<file path="config.mk">
export PLATFORM = sky130hd
export DESIGN_NAME = dp_frame_sched
export DESIGN_NICKNAME = d
export VERILOG_FILES = /design/src/rtl/dp_frame_sched.sv
export SDC_FILE = /design/constraint.sdc
export NUM_CORES = 1
export LEC_CHECK = 0
export BUFFER_PORTS_ARGS = -buffer_cell sky130_fd_sc_hd__buf_2
export CAP_MARGIN = 30
export CORE_AREA = 2 2 169 171
export CTS_CLUSTER_SIZE = 20
export DETAILED_ROUTE_END_ITERATION = 10
export DIE_AREA = 0 0 171 173
export PLACE_DENSITY = 0.52
export SLEW_MARGIN = 30
export SYNTH_ARGS = -nofsm -noshare
export SYNTH_HDL_FRONTEND = slang
export SYNTH_SLANG_ARGS = --single-unit
</file>
<file path="constraint.sdc">
create_clock -name dpclk -period 2.85 [get_ports dpclk]
set_input_delay 0.7125 -clock dpclk [delete_from_list [all_inputs] [get_ports dpclk]]
set_output_delay 0.7125 -clock dpclk [all_outputs]
set_load 0.02 [all_outputs]
</file>
<file path="src/rtl/dp_frame_sched.sv">
// dp_frame_sched: line/frame pulse generator for the DisplayPort stuffer (dpclk domain).
// Counts hper_q cycles per line and vtot lines per frame, emitting dphstart/dpvstart,
// and double-buffers the attribute bundle so the stuffer only sees changes at frame ends.
module dp_frame_sched #(
  // Shortest legal line period; must leave room for VBLANK SDP, VBID and EOL.
  parameter int unsigned MINHPER = 64,
  // Attribute bundle width; must be at least 48 because vtot lives in bits [47:32].
  parameter int unsigned AW      = 64
) (
  input  logic          dpclk,
  input  logic          reset,
  input  logic          enable,
  input  logic [15:0]   hper,
  input  logic [AW-1:0] attr_in,
  input  logic          attr_upd,
  output logic [AW-1:0] attr_out,
  output logic          upd_ack,
  output logic          dphstart,
  output logic          dpvstart,
  output logic [15:0]   line,
  output logic [7:0]    frame_cnt,
  output logic          running,
  output logic          cfg_err
);

  localparam logic [15:0] MinHper = 16'(MINHPER);

  typedef enum logic [0:0] {StOff, StRun} state_e;

  state_e        st_q, st_d;
  logic [15:0]   hctr_q, hctr_d;
  logic [15:0]   vctr_q, vctr_d;
  logic [15:0]   hper_q, hper_d;
  logic [AW-1:0] attr_q, attr_d;
  logic [AW-1:0] pend_attr_q, pend_attr_d;
  logic          pend_vld_q, pend_vld_d;
  logic [7:0]    fcnt_q, fcnt_d;
  logic          err_q, err_d;
  logic          ack_q, ack_d;
  logic          hs_q, hs_d;
  logic          vs_q, vs_d;
  logic          run_q, run_d;

  logic [15:0]   vtot;
  logic          h_last;
  logic          f_last;
  logic          hper_ok;
  logic          swap;

  // Frame geometry decode against the active bundle and the latched line period.
  always_comb begin
    vtot    = attr_q[47:32];
    h_last  = (hctr_q == hper_q - 16'd1);
    f_last  = (st_q == StRun) && h_last && (vctr_q == vtot - 16'd1);
    hper_ok = (hper >= MinHper);
    // Idle time is always a safe point to swap; while running only the frame's last cycle is.
    swap    = pend_vld_q && ((st_q == StOff) || f_last);
  end

  // Next-state: attribute buffer, run/stop control, counters and registered pulse outputs.
  always_comb begin
    st_d        = st_q;
    hctr_d      = hctr_q;
    vctr_d      = vctr_q;
    hper_d      = hper_q;
    attr_d      = attr_q;
    pend_attr_d = pend_attr_q;
    pend_vld_d  = pend_vld_q;
    fcnt_d      = fcnt_q;
    err_d       = err_q;

    // Swap consumes the old pending bundle; an update in the same cycle re-arms pending.
    if (swap) begin
      attr_d     = pend_attr_q;
      pend_vld_d = 1'b0;
    end
    if (attr_upd) begin
      pend_attr_d = attr_in;
      pend_vld_d  = 1'b1;
    end

    unique case (st_q)
      StOff: begin
        hctr_d = 16'd0;
        vctr_d = 16'd0;
        // Start is deferred while a swap is in flight so the checks see the settled bundle.
        if (enable && !swap) begin
          if (hper_ok && (vtot != 16'd0)) begin
            st_d   = StRun;
            hper_d = hper;
          end else begin
            err_d = 1'b1;
          end
        end
      end
      StRun: begin
        if (f_last) begin
          fcnt_d = fcnt_q + 8'd1;
          hper_d = hper;
          hctr_d = 16'd0;
          vctr_d = 16'd0;
          if (!enable) begin
            st_d = StOff;
          end else if (!hper_ok) begin
            err_d = 1'b1;
            st_d  = StOff;
          end
        end else if (h_last) begin
          hctr_d = 16'd0;
          vctr_d = vctr_q + 16'd1;
        end else begin
          hctr_d = hctr_q + 16'd1;
        end
      end
      default: begin
        st_d = StOff;
      end
    endcase

    // Pulses are decoded from next-state so they land in the cycle the counters read zero.
    run_d = (st_d == StRun);
    hs_d  = run_d && (hctr_d == 16'd0);
    vs_d  = hs_d && (vctr_d == 16'd0);
    ack_d = swap;
  end

  // State and output registers; synchronous active-high reset.
  always_ff @(posedge dpclk) begin
    if (reset) begin
      st_q        <= StOff;
      hctr_q      <= 16'd0;
      vctr_q      <= 16'd0;
      hper_q      <= 16'd0;
      attr_q      <= '0;
      pend_attr_q <= '0;
      pend_vld_q  <= 1'b0;
      fcnt_q      <= 8'd0;
      err_q       <= 1'b0;
      ack_q       <= 1'b0;
      hs_q        <= 1'b0;
      vs_q        <= 1'b0;
      run_q       <= 1'b0;
    end else begin
      st_q        <= st_d;
      hctr_q      <= hctr_d;
      vctr_q      <= vctr_d;
      hper_q      <= hper_d;
      attr_q      <= attr_d;
      pend_attr_q <= pend_attr_d;
      pend_vld_q  <= pend_vld_d;
      fcnt_q      <= fcnt_d;
      err_q       <= err_d;
      ack_q       <= ack_d;
      hs_q        <= hs_d;
      vs_q        <= vs_d;
      run_q       <= run_d;
    end
  end

  assign attr_out  = attr_q;
  assign upd_ack   = ack_q;
  assign dphstart  = hs_q;
  assign dpvstart  = vs_q;
  assign line      = vctr_q;
  assign frame_cnt = fcnt_q;
  assign running   = run_q;
  assign cfg_err   = err_q;

endmodule

</file>
# ---- After elaboration in Yosys (flattened, before gate mapping)
# Cells that the tools add are included.
dict set report classes {
  eq_ne 8
  add_sub_neg 5
  n_lt_le_gt_ge 1
  muxes 24
  n_reduce_logical 16
  bitwise_logic 1
}
# op count
set ops {}
lappend ops {{2-to-1 mux 16 bit} 7}
lappend ops {{case mux 16 bit (2 select lines)} 3}
lappend ops {{adder 16 x 1 -> 16 bit, second input constant} 2}
lappend ops {{== test 16 bit} 2}
lappend ops {{logical NOT 16 bit} 2}
lappend ops {{subtractor 16 x 1 -> 16 bit, second input constant} 2}
lappend ops {{greater-or-equal comparator 16 x 7 -> 1 bit, second input constant} 1}
lappend ops {{nonzero test 16 bit} 1}
lappend ops {{2-to-1 mux 1 bit} 12}
lappend ops {{adder 8 x 1 -> 8 bit, second input constant} 1}
lappend ops {{logical AND 1 bit} 7}
lappend ops {{inequality test 2 x 1 -> 1 bit, second input constant} 3}
lappend ops {{inequality test 2 bit, second input constant} 3}
lappend ops {{AND reduction 5 bit} 1}
lappend ops {{case mux 1 bit (2 select lines)} 2}
lappend ops {{AND reduction 3 bit} 1}
lappend ops {{AND reduction 2 bit} 1}
lappend ops {{nonzero test 2 bit} 1}
lappend ops {{logical NOT 1 bit} 1}
lappend ops {{logical OR 1 bit} 1}
lappend ops {{NOT 1 bit} 1}
dict set report word_totals {
  register_bits 190
  out_inout_bits 93
  in_bits 84
  word_cells 67
}

# ---- Longest topological paths before layout
# Gate-level depths: netlist of the first run.
dict set report depth {
  ltp_word 12
  depth_mapped 14
}

# ---- Worst setup path after synthesis of the first run
# Ideal clock, no wire load.
dict set report synth_timing {
  path_type {reg-to-reg}
  start {reg hper_q[0]}
  end {reg vctr_q[6] (netlist: line[6])}
  setup_slack_ps -53
  t_arrival_ps 2833
  period_less_slack_ps 2903
  stages_incl_launch_ff 12
  t_required_ps 2780
  cell_sequence {dfxtp_1 -> buf_2 -> inv_1 -> ha_1 -> xnor2_1 -> or4_1 -> a2111oi_4 -> nand4_2 -> buf_6 -> or3_4 -> or3_1 -> a21oi_1}
}
dict set report synth_via {
  elab_chain_cells 6
}
# item line
set synth_rtl {}
lappend synth_rtl {{from (decl)} 33} ;# logic [15:0] hper_q, hper_d;
lappend synth_rtl {{from (signal assigned)} 147} ;# hper_q <= hper_d;
lappend synth_rtl {{subtractor 16 x 1 -> 16 bit *} 53} ;# h_last = (hctr_q == hper_q - 16'd1);
lappend synth_rtl {{== test 16 bit *} 53}
lappend synth_rtl {{logical AND 1 bit (2 in a row)} 54} ;# f_last = (st_q == StRun) && h_last && (vctr_q == vtot - 16'd1);
lappend synth_rtl {{2-to-1 mux 16 bit *} 97} ;# if (f_last) begin
lappend synth_rtl {{case mux 16 bit (2 select lines) *} 82} ;# unique case (st_q)
lappend synth_rtl {{to (signal assigned)} 146} ;# vctr_q <= vctr_d;
lappend synth_rtl {{to (decl)} 32} ;# logic [15:0] vctr_q, vctr_d;
# Mark *: on every way between the ends. The rest lies on a longest branch, timed or not.
# A chain may end at the register's enable or synchronous reset.

# ---- Final worst setup path of the first run
dict set report layout_timing {
  start {reg hper_q[8]}
  end {reg vs_q (netlist: dpvstart)}
}
dict set report layout_via {
  elab_chain_cells 12
}
# item line
set layout_rtl {}
lappend layout_rtl {{subtractor 16 x 1 -> 16 bit *} 53}
lappend layout_rtl {{== test 16 bit *} 53}
lappend layout_rtl {{logical AND 1 bit (2 in a row)} 54}
lappend layout_rtl {{logical OR 1 bit} 57} ;# swap = pend_vld_q && ((st_q == StOff) || f_last);
lappend layout_rtl {{logical AND 1 bit} 57}
lappend layout_rtl {{logical NOT 1 bit} 87} ;# if (enable && !swap) begin
lappend layout_rtl {{logical AND 1 bit} 87}
lappend layout_rtl {{2-to-1 mux 1 bit} 87}
lappend layout_rtl {{case mux 1 bit (2 select lines)} 82}
lappend layout_rtl {{logical AND 1 bit} 122} ;# hs_d = run_d && (hctr_d == 16'd0);
lappend layout_rtl {{logical AND 1 bit *} 123} ;# vs_d = hs_d && (vctr_d == 16'd0);
lappend layout_rtl {{to (signal assigned)} 155} ;# vs_q <= vs_d;
lappend layout_rtl {{to (decl)} 41} ;# logic vs_q, vs_d;
# Marks and branches as above.

==> results of run 1 <==
logic make-up after synthesis:
family,Yosys count
AND/OR/NAND/NOR,394
adder cells (fa/ha/maj),5
multiplexers,149
flip-flops,190
buffers and inverters,91
XOR/XNOR,71
AO/OA/AOI/OAI,90
registers in the layout, summed over array words and instances, names as in the netlist, 8 cells and up:
name,cells
pend_attr_q,64
frame_cnt,8
line,16
hper_q,16
attr_out,64
hctr_q,16
through the flow:
step	util (%)	hold slack [ps]	area, sq um	setup WS, ps	instances
after floorplan	-	460	9030	9.36	990
after global placement	40.5	448	11200	-152	1610
after detailed placement	40.5	453	11200	-179	1610
after CTS	43.7	463	12100	-51.1	1649
after global routing	45.2	478	12500	-162	1660
final	45.2	463	12500	-49.0	1661
routing by layer:
metal	track usage [%]	up-vias
li1	-	4013
met1	23.5	3747
met2	25.7	206
met3	5.97	24
met4	4.87	0
met5	0	-
critical path: stages (launching register included):
cell       delay, ps
dfxtp_4          360
nor3_4           200
a21oi_2           90
or4_4            550
a2111oi_4        380
nand4_4          190
buf_6            190
or4_4            500
a22oi_2          120
nand4_1          120
o21ai_1          130
layout make-up:
| type | count | area (sq um) | area share, % |
|---|---|---|---|
| multi-input cells | 709 | 5180 | 41.5 |
| flip-flops and latches | 190 | 3810 | 30.6 |
| repair buffers | 331 | 2280 | 18.3 |
| well taps | 378 | 473 | 3.79 |
| clock buffers | 17 | 425 | 3.41 |
| clock inverters | 15 | 230 | 1.84 |
| inverters | 20 | 75.1 | 0.601 |
| diodes | 1 | 2.50 | 0.0200 |
path summary, 6_finish.rpt:
kind,slack [ps],end,depth (start not counted)
setup / recovery,-50,dpvstart,10
hold reg to reg,460,cfg_err,2
hold / removal,460,cfg_err,2
setup reg to reg,-50,dpvstart,10
power by group through the flow:
| stage | Sequential [mW] | Clock (mW) | Combinational [mW] |
|---|---|---|---|
| detailed placement | 2.89 | 0 | 1.21 |
| finish | 2.83 | 2.61 | 1.41 |
| floorplan | 2.93 | 0 | 0.691 |
| global route | 2.84 | 2.82 | 1.51 |
| CTS | 2.83 | 2.70 | 1.30 |
| global placement | 2.89 | 0 | 1.20 |
repair_timing:
item,CTS,global route
gates cloned,1,2
buffers inserted,6,9
resized for setup,29,64
setup endpoints to repair,93,117
pin swaps,13,29
layout by cell type (no fill, tap or decap), types with 6 or more instances in the layout:
cell and instances:
a21oi_1 17, and3_1 12, buf_12 9, buf_2 175, buf_4 132, buf_6 9, clkbuf_16 19, dfxtp_1 183
dfxtp_2 6, inv_1 17, inv_12 6, mux2i_1 146, nand2_1 30, nand3_1 18, nand4_1 21, nor2_1 206
nor3_1 17, nor4_1 16, o21ai_0 7, or3_1 7, or4_4 7, xnor2_1 37, xor2_1 27
==> reports/qor.csv, run 1 <==
metric,value,unit
outcome,finished with violations,
violations,setup timing,
async_flop_share,0,%
max_clock_freq,345,MHz
yosysSeqAreaShare,42.2,%
nFillCells,2724,
grt_usage,17.2,%
finalSetupViolCount,32,
grt_max_degree,121,
cts_hold_buf,0,
worstSetupPathType,register to register,
cts.sinks,190,
firstDrtPassIters,7,
syn_avg_cell_area,9.10,sq um
worstPathRequired,3220,ps
min_path_type,register to register,
clock_power_share,38.1,%
drive_above_1_share,34.9,%
wl_met3,1.91,mm
ys_seq_elements,190,
routed_via_density,4.81,
endpoint_kind,register,
die-width,171,um
clockBufferDepth,2,
met1_length,12.4,mm
antenna_left,0,
root_buffer,clkbuf_16,
design.die.area,0.0296,sq mm
wirelength,26.0,mm
final.setup.tns,-570,ps
port_buffers,176,
met2_length,11.2,mm
cts_tree,yes,
grt_pass1_wl,40.7,mm
synth_xor_area_share,6.90,%
tightest_slew,563,ps
rsz0062_at_grt,true,
slew_violations,0,
htree_levels,4,
ys_top_cells_by_count,"nor2_1, dfxtp_1, mux2i_1, xnor2_1, clkbuf_1",
syn_to_final_growth,38.6,%
worstHoldStart,cfg_err,
synth_top_family_by_area,simple AND/OR/NAND/NOR gates,
clk_pin_slew,80,ps
fin_ws,-49.0,ps
yosysMostFrequentCell,nor2_1,
boundaryPins,177,
synth_enable_flop_cells,0,
worstPathArrival,3270,ps
min_period_over_period,102,%
cts_buffers,17,
top_layer,met4,
maxCapViolCount,0,
ys_warn_count,0,
p_leak,5.80,nW
start_kind,register,
first_iter_violations,448,
grt_overflow,0,
drc,0,
ir_drop,0.000366,V
syn-cell-area,0.00901,sq mm
ys.flop_type,dfxtp_1,
slew_headroom,62.5,%
wl_per_cell,15.6,um
combPwrFrac,20.6,%
post-route-min-period,2900,ps
finalHoldViolations,0,
synth-compound-area-share,7.42,%
core_area,0.0276,sq mm
grt_pass1_vias,7647,
die_height,173,um
synth_cell_types,74,
p_per_area,549,mW/mm^2
startpoint,hper_q[8],
synth_area_leaders,"dfxtp_1, mux2i_1, nor2_1",
intPower,4.71,mW
power,6.85,mW
synth_top_area_cell,dfxtp_1,
num_rows,61,
p_seq_share,41.3,%
synth_fp_nets,1079,
place.gp.congestion,0.806,
finalClockSkew,23.0,ps
netlist_instances,990,
vias,7990,
antenna_found_initial,2,
switching_share,31.2,%
finalNetCount,1358,
dp_hpwl,18.4,mm
path_max_fanout,7,
clk_latency,450,ps
synth_top_area_share,42.2,%
yosys.area_share.adder,0.695,%
synth-simple-area-share,21.5,%
p_switching,2.14,mW
rr_startpoint,hper_q[8],
muxShareOfSynthArea,16.6,%
initial_utilization,32.6,%
Power figures use the tool's default switching activity.
==> inputs of run 2 (changes only) <==
MAX_ROUTING_LAYER = met4   (was default)
==> reports/qor.csv, run 2 (synthesis results as in run 1) <==
metric,value,unit,change
combPwrFrac,18.4,%,was 20.6%
clk_pin_slew,90,ps,was 80 ps
worstPathArrival,3260,ps,was 3270 ps
outcome,finished with violations,,unchanged
final_common_cell,nor2_1,,unchanged
max_clock_freq,346,MHz,was 345 MHz
drc,0,,unchanged
fin_ws,-43.0,ps,was -49.0 ps
p_switching,2.09,mW,was 2.14 mW
syn_to_final_growth,33.2,%,was 38.6%
start_kind,register,,unchanged
post-route-min-period,2890,ps,was 2900 ps
boundaryPins,177,,unchanged
final.setup.tns,-43.0,ps,was -570 ps
die-width,171,um,unchanged
cts.sinks,190,,unchanged
antenna_left,0,,unchanged
dp_slack,-130,ps,was -179 ps
finalNetCount,1339,,was 1358
fin_cells,1647,,was 1661
num_rows,61,,unchanged
slew_violations,0,,unchanged
initial_utilization,32.6,%,unchanged
wirelength,25.1,mm,was 26.0 mm
path_max_fanout,13,,was 7
place.gp.congestion,0.860,,was 0.806
antenna_found_initial,6,,was 2
p_per_area,560,mW/mm^2,was 549 mW/mm^2
finalClockSkew,17.6,ps,was 23.0 ps
routed_via_density,4.81,,about the same
tightest_slew,533,ps,was 563 ps
worstPathRequired,3220,ps,about the same
min_period_over_period,102,%,about the same
htree_levels,4,,unchanged
firstDrtPassIters,5,,was 7
vias,7920,,was 7990
grt_pass1_vias,7712,,was 7647
final_cell_mix,"nor2_1, dfxtp_1, buf_2",,unchanged
root_buffer,clkbuf_16,,unchanged
p_leak,5.63,nW,was 5.80 nW
first_iter_violations,361,,was 448
violations,setup timing,,unchanged
p_seq_share,42.2,%,was 41.3%
timing.hold.ws,451,ps,was 463 ps
cts_buffers,17,,unchanged
endpoint_kind,register,,unchanged
clockBufferDepth,2,,unchanged
switching_share,31.1,%,was 31.2%
dp_hpwl,18.3,mm,was 18.4 mm
cts_tree,yes,,unchanged
cts_hold_buf,0,,unchanged
intPower,4.62,mW,was 4.71 mW
finalSetupViolCount,1,,was 32
wl_per_cell,15.2,um,was 15.6 um
slew_headroom,64.5,%,was 62.5%
ir_drop,0.000354,V,was 0.000366 V
min_path_type,register to register,,unchanged
port_buffers,176,,unchanged
worstSetupPathType,register to register,,unchanged
core_area,0.0276,sq mm,unchanged
grt_pass1_wl,40.6,mm,was 40.7 mm
drive_above_1_share,31.3,%,was 34.9%
rsz0062_at_grt,true,,unchanged
grt_max_degree,121,,unchanged
design.die.area,0.0296,sq mm,unchanged
finalHoldViolations,0,,unchanged
power,6.71,mW,was 6.85 mW
post-place-cells,1606,,was 1610
grt_overflow,0,,unchanged
clock_power_share,39.4,%,was 38.1%
grt_usage,17.7,%,was 17.2%
die_height,173,um,unchanged
maxCapViolCount,0,,unchanged
clk_latency,440,ps,was 450 ps
[run 2: cell count changes in the layout (fill, tap and decap cells not counted), sizes merged]
cell    change
buf        -17
clkbuf      -2
diode       +5
[run 2: worst paths after layout]
check / depth (start not counted) / startpoint / end / slack (ps)
worst max-delay path: 10 / hper_q[13] / dpvstart / -40
worst min-delay path: 2 / cfg_err / cfg_err / 450
worst max register to register: 10 / hper_q[13] / dpvstart / -40
worst min register to register: 2 / cfg_err / cfg_err / 450
[run 2: final cells by class]
class	count	area (sq um)
fill	2830	15600
multi-input combinational	709	4940
sequential	190	3810
timing repair buffer	312	2010
tap	378	473
clock buffer	17	425
clock inverter	15	246
inverter	20	75.1
antenna	6	15.0
[run 2: what timing repair did]
action                                  CTS  global route
pin swaps                                 6             6
buffers inserted                          1             2
endpoints found under the setup margin   50           121
resized for setup                        16            17
gates cloned                              1             0
[run 2: stage by stage]
stage          util [%]  area [sq um]
3_3_place_gp       40.3         11100
4_1_cts            43.0         11900
3_5_place_dp       40.3         11100
6_report           43.4         12000
5_1_grt            43.4         12000
2_1_floorplan         -          9030
[run 2: power groups by stage]
stage / clock, mW / sequential, mW / combinational [mW]
after floorplan: 0 / 2.93 / 0.691
after global placement: 0 / 2.89 / 1.15
after detailed placement: 0 / 2.89 / 1.16
after CTS: 2.74 / 2.83 / 1.21
after global routing: 2.83 / 2.85 / 1.35
final: 2.65 / 2.83 / 1.23
[run 2: metal layers]
layer	GRT usage (%)	share of wire (%)	wire length, um	vias to the layer above
li1	-	-	-	3971
met1	22.8	47	11800	3734
met2	26.8	44	11100	185
met3	5.15	6.7	1680	30
met4	5.40	1.9	478	0
met5	-	0	0	-
[run 2: critical path, stage by stage, from the launching register on]
cell and delay [ps]:
dfxtp_2 340, nor3_4 210, a21oi_1 110, or4_4 550, a2111oi_4 340, nand4_2 180, buf_6 190, or4_1 500
a22oi_1 150, nand4_1 110, o21ai_1 140
